**src/rtl/burst_packer.sv**
```systemverilog
// Burst packer: gathers 16-bit lanes from a 32-bit word stream into BURST_LEN-lane words
// and issues one BRAM write per full burst. Supports dual-lane input, zero-pad flush,
// a burst-target done flag and a sticky overflow flag.
module burst_packer #(
  parameter int unsigned BURST_LEN = 8,
  parameter int unsigned ADDR_W    = 10
) (
  input  logic                      clk,
  input  logic                      rst,
  input  logic                      clr,
  input  logic                      dual,
  input  logic [15:0]               target_bursts,
  input  logic                      flush,
  input  logic                      in_valid,
  input  logic [31:0]               in_data,
  output logic                      in_ready,
  output logic                      ram_wr_en,
  output logic [ADDR_W-1:0]         ram_addr,
  output logic [16*BURST_LEN-1:0]   ram_data,
  output logic [15:0]               burst_count,
  output logic                      done,
  output logic                      overflow
);

  localparam int unsigned DW = 16 * BURST_LEN;
  localparam int unsigned CW = $clog2(BURST_LEN + 1);

  typedef enum logic [1:0] {StFill, StFlush, StDone} state_e;

  state_e              state_q, state_d;
  logic [DW-1:0]       lane_q, lane_d;
  logic [CW-1:0]       cnt_q, cnt_d;
  logic                wr_en_q, wr_en_d;
  logic [ADDR_W-1:0]   addr_q, addr_d;
  logic [DW-1:0]       data_q, data_d;
  logic [15:0]         bcount_q, bcount_d;
  logic                done_q, done_d;
  logic                ovf_q, ovf_d;

  // Scratch for shifting new lanes in at the MSB end; works down to BURST_LEN == 2.
  logic [DW+31:0]      cat32;
  logic [DW+15:0]      cat16;
  logic [DW-1:0]       lane_v;
  logic [CW-1:0]       cnt_v;

  assign in_ready    = (state_q == StFill);
  assign ram_wr_en   = wr_en_q;
  assign ram_addr    = addr_q;
  assign ram_data    = data_q;
  assign burst_count = bcount_q;
  assign done        = done_q;
  assign overflow    = ovf_q;

  // Next-state: lane packing, flush padding, write issue, counters and flags.
  always_comb begin
    state_d  = state_q;
    lane_d   = lane_q;
    cnt_d    = cnt_q;
    wr_en_d  = 1'b0;
    addr_d   = addr_q;
    data_d   = data_q;
    bcount_d = bcount_q;
    done_d   = done_q;
    ovf_d    = ovf_q;
    cat32    = {in_data, lane_q};
    cat16    = {in_data[15:0], lane_q};
    lane_v   = lane_q;
    cnt_v    = cnt_q;

    if (in_valid && !in_ready) begin
      ovf_d = 1'b1;
    end

    unique case (state_q)
      StFill: begin
        if (in_valid) begin
          if (dual) begin
            lane_v = cat32[DW+31:32];
            cnt_v  = cnt_q + CW'(2);
          end else begin
            lane_v = cat16[DW+15:16];
            cnt_v  = cnt_q + CW'(1);
          end
        end
        // Flush is evaluated after the same-cycle accept.
        if (cnt_v == CW'(BURST_LEN)) begin
          data_d  = lane_v;
          wr_en_d = 1'b1;
          cnt_v   = '0;
        end else if (flush && (cnt_v != '0)) begin
          state_d = StFlush;
        end
        lane_d = lane_v;
        cnt_d  = cnt_v;
      end
      StFlush: begin
        cat16  = {16'h0000, lane_q};
        lane_d = cat16[DW+15:16];
        cnt_d  = cnt_q + CW'(1);
        if (cnt_d == CW'(BURST_LEN)) begin
          data_d  = lane_d;
          wr_en_d = 1'b1;
          cnt_d   = '0;
          state_d = StFill;
        end
      end
      StDone: begin
      end
      default: state_d = StFill;
    endcase

    // Address and burst count advance in the cycle of the write pulse.
    if (wr_en_q) begin
      addr_d = addr_q + ADDR_W'(1);
      if (bcount_q != 16'hFFFF) begin
        bcount_d = bcount_q + 16'd1;
      end
      if ((target_bursts != 16'd0) && (bcount_d == target_bursts)) begin
        state_d = StDone;
        done_d  = 1'b1;
      end
    end
  end

  // State registers with synchronous reset / soft clear.
  always_ff @(posedge clk) begin
    if (rst || clr) begin
      state_q  <= StFill;
      lane_q   <= '0;
      cnt_q    <= '0;
      wr_en_q  <= 1'b0;
      addr_q   <= '0;
      data_q   <= '0;
      bcount_q <= '0;
      done_q   <= 1'b0;
      ovf_q    <= 1'b0;
    end else begin
      state_q  <= state_d;
      lane_q   <= lane_d;
      cnt_q    <= cnt_d;
      wr_en_q  <= wr_en_d;
      addr_q   <= addr_d;
      data_q   <= data_d;
      bcount_q <= bcount_d;
      done_q   <= done_d;
      ovf_q    <= ovf_d;
    end
  end

endmodule

```
**config.mk**
```make
export PLATFORM = sky130hd
export DESIGN_NAME = burst_packer
export DESIGN_NICKNAME = d
export VERILOG_FILES = /design/src/rtl/burst_packer.sv
export SDC_FILE = /design/constraint.sdc
export NUM_CORES = 1
export LEC_CHECK = 0
export CAP_MARGIN = 20
export CORE_MARGIN = 2
export CORE_UTILIZATION = 45
export DETAILED_ROUTE_END_ITERATION = 8
export PLACE_DENSITY_LB_ADDON = 0.3
export SLEW_MARGIN = 20
export SYNTH_ARGS = -nofsm -noshare
export SYNTH_HDL_FRONTEND = slang
export SYNTH_SLANG_ARGS = --single-unit
export TNS_END_PERCENT = 100
```
**constraint.sdc**
```tcl
create_clock -name clk -period 2.8 [get_ports clk]
set_clock_uncertainty 0.2 [all_clocks]
set_input_delay 0.42 -clock clk [delete_from_list [all_inputs] [get_ports clk]]
set_output_delay 0.42 -clock clk [all_outputs]
set_load 0.03 [all_outputs]
```
==> impl_metrics.ini, run 1 <==
[outcome]
outcome = finished clean

[global_route]
grt_pass1_vias = 12160
grt_max_degree = 145
antenna_found_initial = 0
grt_pass1_wl_mm = 65.23
overflow = 0
grt_usage = 0.2586

[sta]
period_needed_ps = 2792
post-route-period-util = 0.9971
worstMarginPinSlew_ps = 922.6
setup_viol = 0
finalSetupTns_ps = 0
finalWorstSetupSlack_ps = 8.147
slew_violations = 0
slew_headroom = 0.3850
finalHoldViolCount = 0
max_freq_mhz = 358.2
rsz0062_at_grt = yes

[setup_path]
critPathMaxStageDelay_ps = 530
path_cells = ha_1 > nand3_4 > nor4_4 > buf_4 > nand2_1 > o32ai_1 > o21ai_0 > or4_4 > and3_4
crit_arrival_ps = 3030
cp-start-kind = register
critPathCaptureType = register
required_ps = 3040
crit_type = register to register
slowest_stage = nor4_4
crit_fanout = 7

[power_and_ir_drop]
p_leak_nw = 6.917
sw_frac_of_total = 0.2515
p_sw_mw = 2.347
p_clk_frac = 0.424
total_power_mw = 9.332
p_comb_frac = 0.110
seqPwrFrac = 0.467
p_per_area_nw_per_um2 = 538.5
intPower_mw = 6.985
ir_worst_vdd_mv = 0.3696

[logic_synthesis]
synth_edf_count = 0
synth.avg_cell_area_um2 = 7.788
synthCells = 1721
syn_nets = 1779
synth-seq-cells = 291
synth_top_flop_cell = dfxtp_1
yosysUniqueCellTypes = 54
syn-cell-area_um2 = 13400
synthArstFlopShare = 0
seq_area_frac_synth = 0.4347
yosys_warnings = 0

[floorplanning]
die_height_um = 176.6
die_area_um2 = 31180
die_width_um = 176.6
start_util = 0.4546
rows = 63
core_um2 = 29480
pin_count = 212

[drt]
wl_per_cell_um = 18.04
vias_per_cell = 5.699
drc_errors = 0
drtIter0Drc = 1276
routed_wirelength_mm = 41.64
vias = 13150
drt_first_pass_iters = 5
ant_nets = 0

[clock_network]
numCtsBuffers = 30
h-tree-depth = 1
clock_latency_ps = 550
clk_pin_slew_worst_paths_ps = 60
clockBufferDepth = 3
cts_tree = yes
ctsRootBufferMaster = clkbuf_16
cts.sinks = 291

[cells_and_area]
drive_gt1_frac = 0.08394
diodes = 0
final_common_cell = nand2_1
syn_to_final_growth_pct = 29.30
fin_nets = 1956
n_fill_cell = 2690
final_util = 0.5879
layout_common_cells = nand2_1, dfxtp_1, nor2_1, a21oi_1, clkdlybuf4s50_1
instances_no_fill = 2308

[placed_design]
dp.cells = 2254
post-place-ws_ps = -208.8
place_congestion = 0.9085
port_buffers = 211
hpwl_mm = 28.59

[job]
drv_cap = 0

[hold_path]
hp-class = input port to register
## worst max-delay path: cells and delay by family (launching register included)
family,cells,cell delay (ps)
adders and majority gates,1,230
DFF,1,350
buffers and inverters,1,220
and+or+nand+nor,5,1430
AOI/OAI and AO/OA,2,230
## final timing paths
| kind | to | cells after the start | from | slack (ps) |
|---|---|---|---|---|
| setup / recovery | state_q[0]$_SDFF_PP0_ | 9 | burst_count[0]$_SDFFE_PP0P_ | 8 |
| hold / removal | overflow$_SDFFE_PP0P_ | 3 | in_valid | 50 |
| setup reg to reg | state_q[0]$_SDFF_PP0_ | 9 | burst_count[0]$_SDFFE_PP0P_ | 8 |
| hold reg to reg | overflow$_SDFFE_PP0P_ | 2 | overflow$_SDFFE_PP0P_ | 250 |
## Yosys cell counts, types with 10 or more instances
library cell,number,area share
a21oi_1,257,0.096
buf_1,18,0.0050
buf_2,15,0.0056
clkbuf_1,113,0.032
dfxtp_1,291,0.43
inv_1,11,0.0031
mux2i_1,134,0.10
nand2_1,286,0.080
nand3_1,16,0.0060
nand4_1,10,0.0047
nor2_1,271,0.076
nor4_1,10,0.0047
o211ai_1,21,0.012
o21ai_0,31,0.012
o22ai_1,112,0.052
o31a_1,16,0.010
xnor2_1,15,0.0098
xor2_1,16,0.010
## metrics by stage
stage	hold slack, ps	instance area [um2]
finish	45.72	17330
global route	42.93	17330
CTS	28.18	17250
detailed placement	240.9	16290
global placement	235.7	16290
floorplan	260.8	13440
## power by group through the flow
| stage | sequential (mW) | combinational [mW] | clock, mW |
|---|---|---|---|
| 6_report | 4.36 | 1.02 | 3.95 |
| 5_1_grt | 4.36 | 1.12 | 4.19 |
| 4_1_cts | 4.35 | 1.01 | 4.00 |
| 3_5_place_dp | 4.44 | 1.00 | 0 |
| 3_3_place_gp | 4.44 | 0.983 | 0 |
| 2_1_floorplan | 4.39 | 0.668 | 0 |
## flip-flops by register name, indices dropped and copies added (netlist names)
name         cells
burst_count     16
ram_addr        10
ram_wr_en        1
lane_q         128
overflow         1
state_q          2
cnt_q            4
done             1
ram_data       128
## metal layers
layer  global-route usage  up-vias  share of wire
li1                     -     6363              -
met1               0.3597     6223           0.44
met2               0.4198      507           0.47
met3              0.03941       61          0.072
met4              0.06543        0          0.024
met5                    0        -              0
## what timing repair did
item	CTS	global route
resized for setup	1	12
hold endpoints to repair	0	0
pin swaps	1	2
hold buffers	0	0
setup buffers	0	2
endpoints found under the setup margin	1	3
## cell type report
class                      count  area (um2)  share of cell area
clock inverter                 7       88.84            0.005126
inverter                      12       50.05            0.002888
clock buffer                  45       878.3             0.05068
multi-input combinational   1271        7057              0.4072
sequential                   291        5846              0.3373
tap                          390       488.0             0.02816
timing repair buffer         292        2923              0.1687
## cells by family after synthesis
logic type,Yosys count,share of synthesized area
xor+xnor,31,0.02026
buf+inv,159,0.04621
simple gates,639,0.1960
mux,134,0.1001
flops,291,0.4347
fa+ha+maj,4,0.003734
compound gates,463,0.1990
No activity file was read; power rests on OpenSTA's default activity.
==> run 2: changes to the inputs <==
- CELL_PAD_IN_SITES_DETAIL_PLACEMENT: default -> 1
- CELL_PAD_IN_SITES_GLOBAL_PLACEMENT: default -> 2
- CORE_UTILIZATION: 45 -> 28
- CTS_CLUSTER_DIAMETER: default -> 150
==> run 2 against run 1 <==
  * The run now ends with setup timing left
  * Routed wire length rose by 24%
  * Worst hold slack improved by 190 ps
  * Register-to-register slack got worse by 80 ps
  * Via count up 0.56%
  * Critical path depth did not move
  * Largest power group is now clock
  * Final cell count increased by 12%
  * Total power grew 7.5%
==> impl_metrics.ini, run 2 (synthesis results as in run 1) <==
[outcome]
outcome = finished, violations left
violations = setup timing

[clock_network]
cts.sinks = 291
ctsHoldBuffers = 0
ctsRootBufferMaster = clkbuf_16
h-tree-depth = 2
clockBufferDepth = 3
clk_pin_slew_worst_paths_ps = 60
cts_tree = yes
numCtsBuffers = 35
clock_latency_ps = 540

[sta]
finalWorstSetupSlack_ps = -67.12
worstMarginPinSlew_ps = 878.6
finalHoldViolCount = 0
max_freq_mhz = 348.8
slew_headroom = 0.4143
period_needed_ps = 2867
rsz0062_at_grt = yes
setup_viol = 2
post-route-period-util = 1.024
slew_violations = 0

[drt]
vias_per_cell = 5.139
drt_first_pass_iters = 5
routed_wirelength_mm = 51.57
ant_nets = 0
drc_errors = 0
drtIter0Drc = 799
vias = 13230
wl_per_cell_um = 20.04

[floorplanning]
die_height_um = 222.8
die_area_um2 = 49630
start_util = 0.2825
core_um2 = 47450
rows = 80
pin_count = 212
die_width_um = 222.8

[power_and_ir_drop]
p_per_area_nw_per_um2 = 555.3
p_leak_nw = 7.214
ir_worst_vdd_mv = 0.3189

[setup_path]
crit_path_end = state_q[0]$_SDFF_PP0_
path_cells = nand4_1 > buf_4 > nor4_4 > buf_4 > a21oi_1 > o32ai_2 > nand4_1 > or4_4 > and3_4
r2r_end = state_q[0]$_SDFF_PP0_
crit_arrival_ps = 3100
slowest_stage = or4_4
reg2reg_from = burst_count[10]$_SDFFE_PP0P_
crit_type = register to register
ff2ff_path_depth = 9
critPathCaptureType = register
worstSetupStartpoint = burst_count[10]$_SDFFE_PP0P_
critPathMaxStageDelay_ps = 590
cp-start-kind = register
crit_fanout = 9
required_ps = 3030
regToRegSetupSlack_ps = -70

[placed_design]
place_congestion = 0.8348
dp.cells = 2504
post-place-ws_ps = -189.4
port_buffers = 211
hpwl_mm = 35.74

[global_route]
grt_pass1_vias = 13430
antenna_found_initial = 0
grt_usage = 0.2040
grt_pass1_wl_mm = 79.79
overflow = 0
grt_max_degree = 146

[cells_and_area]
fin_nets = 1995
syn_to_final_growth_pct = 34.82
instances_no_fill = 2574
final_common_cell = nand2_1
layout_common_cells = nand2_1, dfxtp_1, nor2_1, a21oi_1, clkdlybuf4s50_1
diodes = 0
drive_gt1_frac = 0.1082
final_util = 0.3809

[hold_path]
hp-class = input port to register

[job]
drv_cap = 0
run 2: layout make-up:
cell class	count	area, um2
clock buffers	52	1072
clock inverters	7	60.06
fillers	5639	29380
inverters	12	50.05
multi-input cells	1271	7096
flip-flops and latches	291	5844
well taps	615	769.5
repair buffers	326	3178
run 2: how the worst min path moves through the flow:
stage / startpoint / endpoint / slack [ps] / cells after the start
2_1_floorplan: lane_q[0]$_SDFFE_PP0P_ / lane_q[0]$_SDFFE_PP0P_ / 260 / 2
3_3_place_gp: ram_data[49]$_SDFFE_PP0P_ / ram_data[49]$_SDFFE_PP0P_ / 250 / 2
3_5_place_dp: ram_data[1]$_SDFFE_PP0P_ / ram_data[1]$_SDFFE_PP0P_ / 250 / 2
4_1_cts: in_valid / cnt_q[1]$_SDFFE_PP0P_ / 210 / 5
5_1_grt: ram_data[46]$_SDFFE_PP0P_ / ram_data[46]$_SDFFE_PP0P_ / 280 / 2
6_report: in_valid / cnt_q[1]$_SDFFE_PP0P_ / 240 / 5
run 2: what timing repair did:
action	4_1_cts	5_1_grt
pin swaps	3	11
buffers inserted	4	7
gates resized for setup	3	18
gates cloned	0	0
endpoints found under the setup margin	3	87
run 2: report_power, final:
group / internal [mW] / switching (mW) / total, mW
combinational: 0.463 / 0.654 / 1.12
sequential: 4.23 / 0.131 / 4.37
clock: 2.73 / 1.83 / 4.55
run 2: metrics by stage:
step / setup TNS (ps) / cell area, um2 / power, mW / hold slack (ps)
floorplan: 0 / 13440 / 5.055 / 260.8
global placement: -8683 / 16750 / 5.543 / 247.0
detailed placement: -14260 / 16750 / 5.570 / 249.9
CTS: -10.05 / 17930 / 10.18 / 213.6
global route: -233.4 / 18070 / 10.46 / 279.0
finish: -96.10 / 18070 / 10.04 / 237.9
run 2: worst max-delay path, delay by kind of cell, from the launching register on:
family	cells	cell delay (ps)
AOI/OAI and AO/OA	2	370
DFF	1	420
buffers and inverters	2	390
and+or+nand+nor	5	1380
run 2: per-layer routing:
metal / share of wire / vias up / track usage
met1: 0.47 / 6498 / 0.2780
met5: 0 / - / 0
met3: 0.040 / 61 / 0.03187
met2: 0.47 / 249 / 0.3335
li1: - / 6420 / -
met4: 0.022 / 0 / 0.05759
==> run 3: changes to the inputs <==
- MAX_ROUTING_LAYER: default -> met4
- clock period: 2.8 -> 2.6 ns (I/O delays scaled with it)
==> run 3 against run 2 <==
  * Highest routed layer unchanged
  * Setup slack worse by 38 ps
  * Sequential share of layout area down 0.87 points
  * Non-clock buffer count up 45
  * Critical path type unchanged
  * The run still ends with setup timing left
  * Largest power group unchanged
  * Critical endpoint unchanged
==> impl_metrics.ini, run 3 (synthesis results as in run 1) <==
[setup_path]
critPathMaxStageDelay_ps = 560
cp_num_cells = 7
worstPathBufferInverterCount = 0
crit_fanout = 3
crit_type = register to register
cp_top_family = simple AND/OR/NAND/NOR gates
required_ps = 2820
slowest_stage = or4_1
critPathCaptureType = register
worstSetupStartpoint = burst_count[0]$_SDFFE_PP0P_
crit_arrival_ps = 2930
cp_common_cell = nand4_1
ff2ff_path_depth = 7
reg2reg_from = burst_count[0]$_SDFFE_PP0P_
cp-start-kind = register
path_cells = nand4_1 > or4_1 > a211o_1 > a211oi_2 > nand4_1 > or4_4 > and3_1

[sta]
finalHoldViolCount = 0
post-route-period-util = 1.040
finalWorstSetupSlack_ps = -104.8
worstMarginPinSlew_ps = 929.6
setup_viol = 3
hold_slack_ps = 248.4
slew_headroom = 0.3803
period_needed_ps = 2705
rsz0062_at_grt = yes
finalSetupTns_ps = -185.5
max_freq_mhz = 369.7
slew_violations = 0

[floorplanning]
die_area_um2 = 49630
pin_count = 212
start_util = 0.2825
rows = 80
die_width_um = 222.8
die_height_um = 222.8
core_um2 = 47450

[hold_path]
holdCritStartpoint = overflow$_SDFFE_PP0P_
hp-class = register to register
hold_depth = 2

[global_route]
grt_pass1_vias = 13520
grt_pass1_wl_mm = 80.82
grt_max_degree = 130
overflow = 0
antenna_found_initial = 0
grt_usage = 0.2125

[cells_and_area]
final_area_um2 = 18630
n_fill_cell = 5646
instances_no_fill = 2623
layout_common_cells = nand2_1, dfxtp_1, nor2_1, a21oi_1, clkdlybuf4s50_1
diodes = 0
drive_gt1_frac = 0.1325
final_util = 0.3926
final_common_cell = nand2_1
fin_nets = 2042
syn_to_final_growth_pct = 38.99
multi_input_area_um2 = 7146
seq_area_um2 = 5863

[clock_network]
clockBufferDepth = 3
h-tree-depth = 2
cts.sinks = 291
numCtsBuffers = 37
cts_tree = yes
ctsRootBufferMaster = clkbuf_16
clk_pin_slew_worst_paths_ps = 60
clock_latency_ps = 540

[power_and_ir_drop]
total_power_mw = 10.86
p_per_area_nw_per_um2 = 583.2
p_leak_nw = 7.458
ir_worst_vdd_mv = 0.4855

[placed_design]
dp.cells = 2539
dpl-instance-area_um2 = 17060
port_buffers = 211
place_congestion = 0.8655
hpwl_mm = 36.04
post-place-ws_ps = -386.7

[drt]
drtIter0Drc = 752
vias = 13590
drt_first_pass_iters = 5
ant_nets = 0
vias_per_cell = 5.181
wl_per_cell_um = 20.44
drc_errors = 0
routed_wirelength_mm = 53.62

[outcome]
outcome = finished, violations left
violations = setup timing

[job]
drv_cap = 0
==> run 3: cell types whose count changed in the layout (fill, tap and decap cells not counted), moves of 6 or more <==
| cell | previous run | this run |
|---|---|---|
| buf_4 | 99 | 131 |
| a21oi_1 | 256 | 247 |
| a21oi_2 | 1 | 10 |
| dfxtp_4 | 1 | 8 |
| o21ai_0 | 30 | 23 |
| dfxtp_2 | 12 | 6 |
| o21ai_1 | 1 | 7 |
==> run 3: area by class of cell <==
type,count,share of cell area
Multi-Input combinational cell,1271,0.3836
Sequential cell,291,0.3147
Timing Repair Buffer,371,0.1973
Clock buffer,57,0.05857
Tap cell,615,0.04131
Inverter,12,0.002687
Clock inverter,6,0.001881
==> run 3: what timing repair did <==
item / CTS / global route
hold buffers: 0 / 0
buffers inserted: 6 / 8
setup endpoints to repair: 5 / 109
gates resized for setup: 11 / 31
pin swaps: 8 / 8
gates cloned: 2 / 6
==> run 3: routing by layer <==
layer	GRT usage	share of wire
met1	0.2838	0.47
met2	0.3414	0.47
met3	0.03346	0.041
met4	0.04070	0.017
met5	-	0
==> run 3: worst register-to-register path: cells and delay by family, from the launching register on <==
kind            cells  cell delay (ps)
flops               1              370
simple gates        5             1510
compound gates      2              520
==> run 3: power breakdown <==
part	switching [mW]	internal [mW]
logic	0.732	0.562
registers	0.144	4.55
clock network	2.00	2.88
==> run 3: path summary, 6_finish.rpt <==
kind | end | slack, ps
worst min-delay path | overflow$_SDFFE_PP0P_ | 250
worst max register to register | state_q[0]$_SDFF_PP0_ | -100
worst min register to register | overflow$_SDFFE_PP0P_ | 250
worst max-delay path | state_q[0]$_SDFF_PP0_ | -100
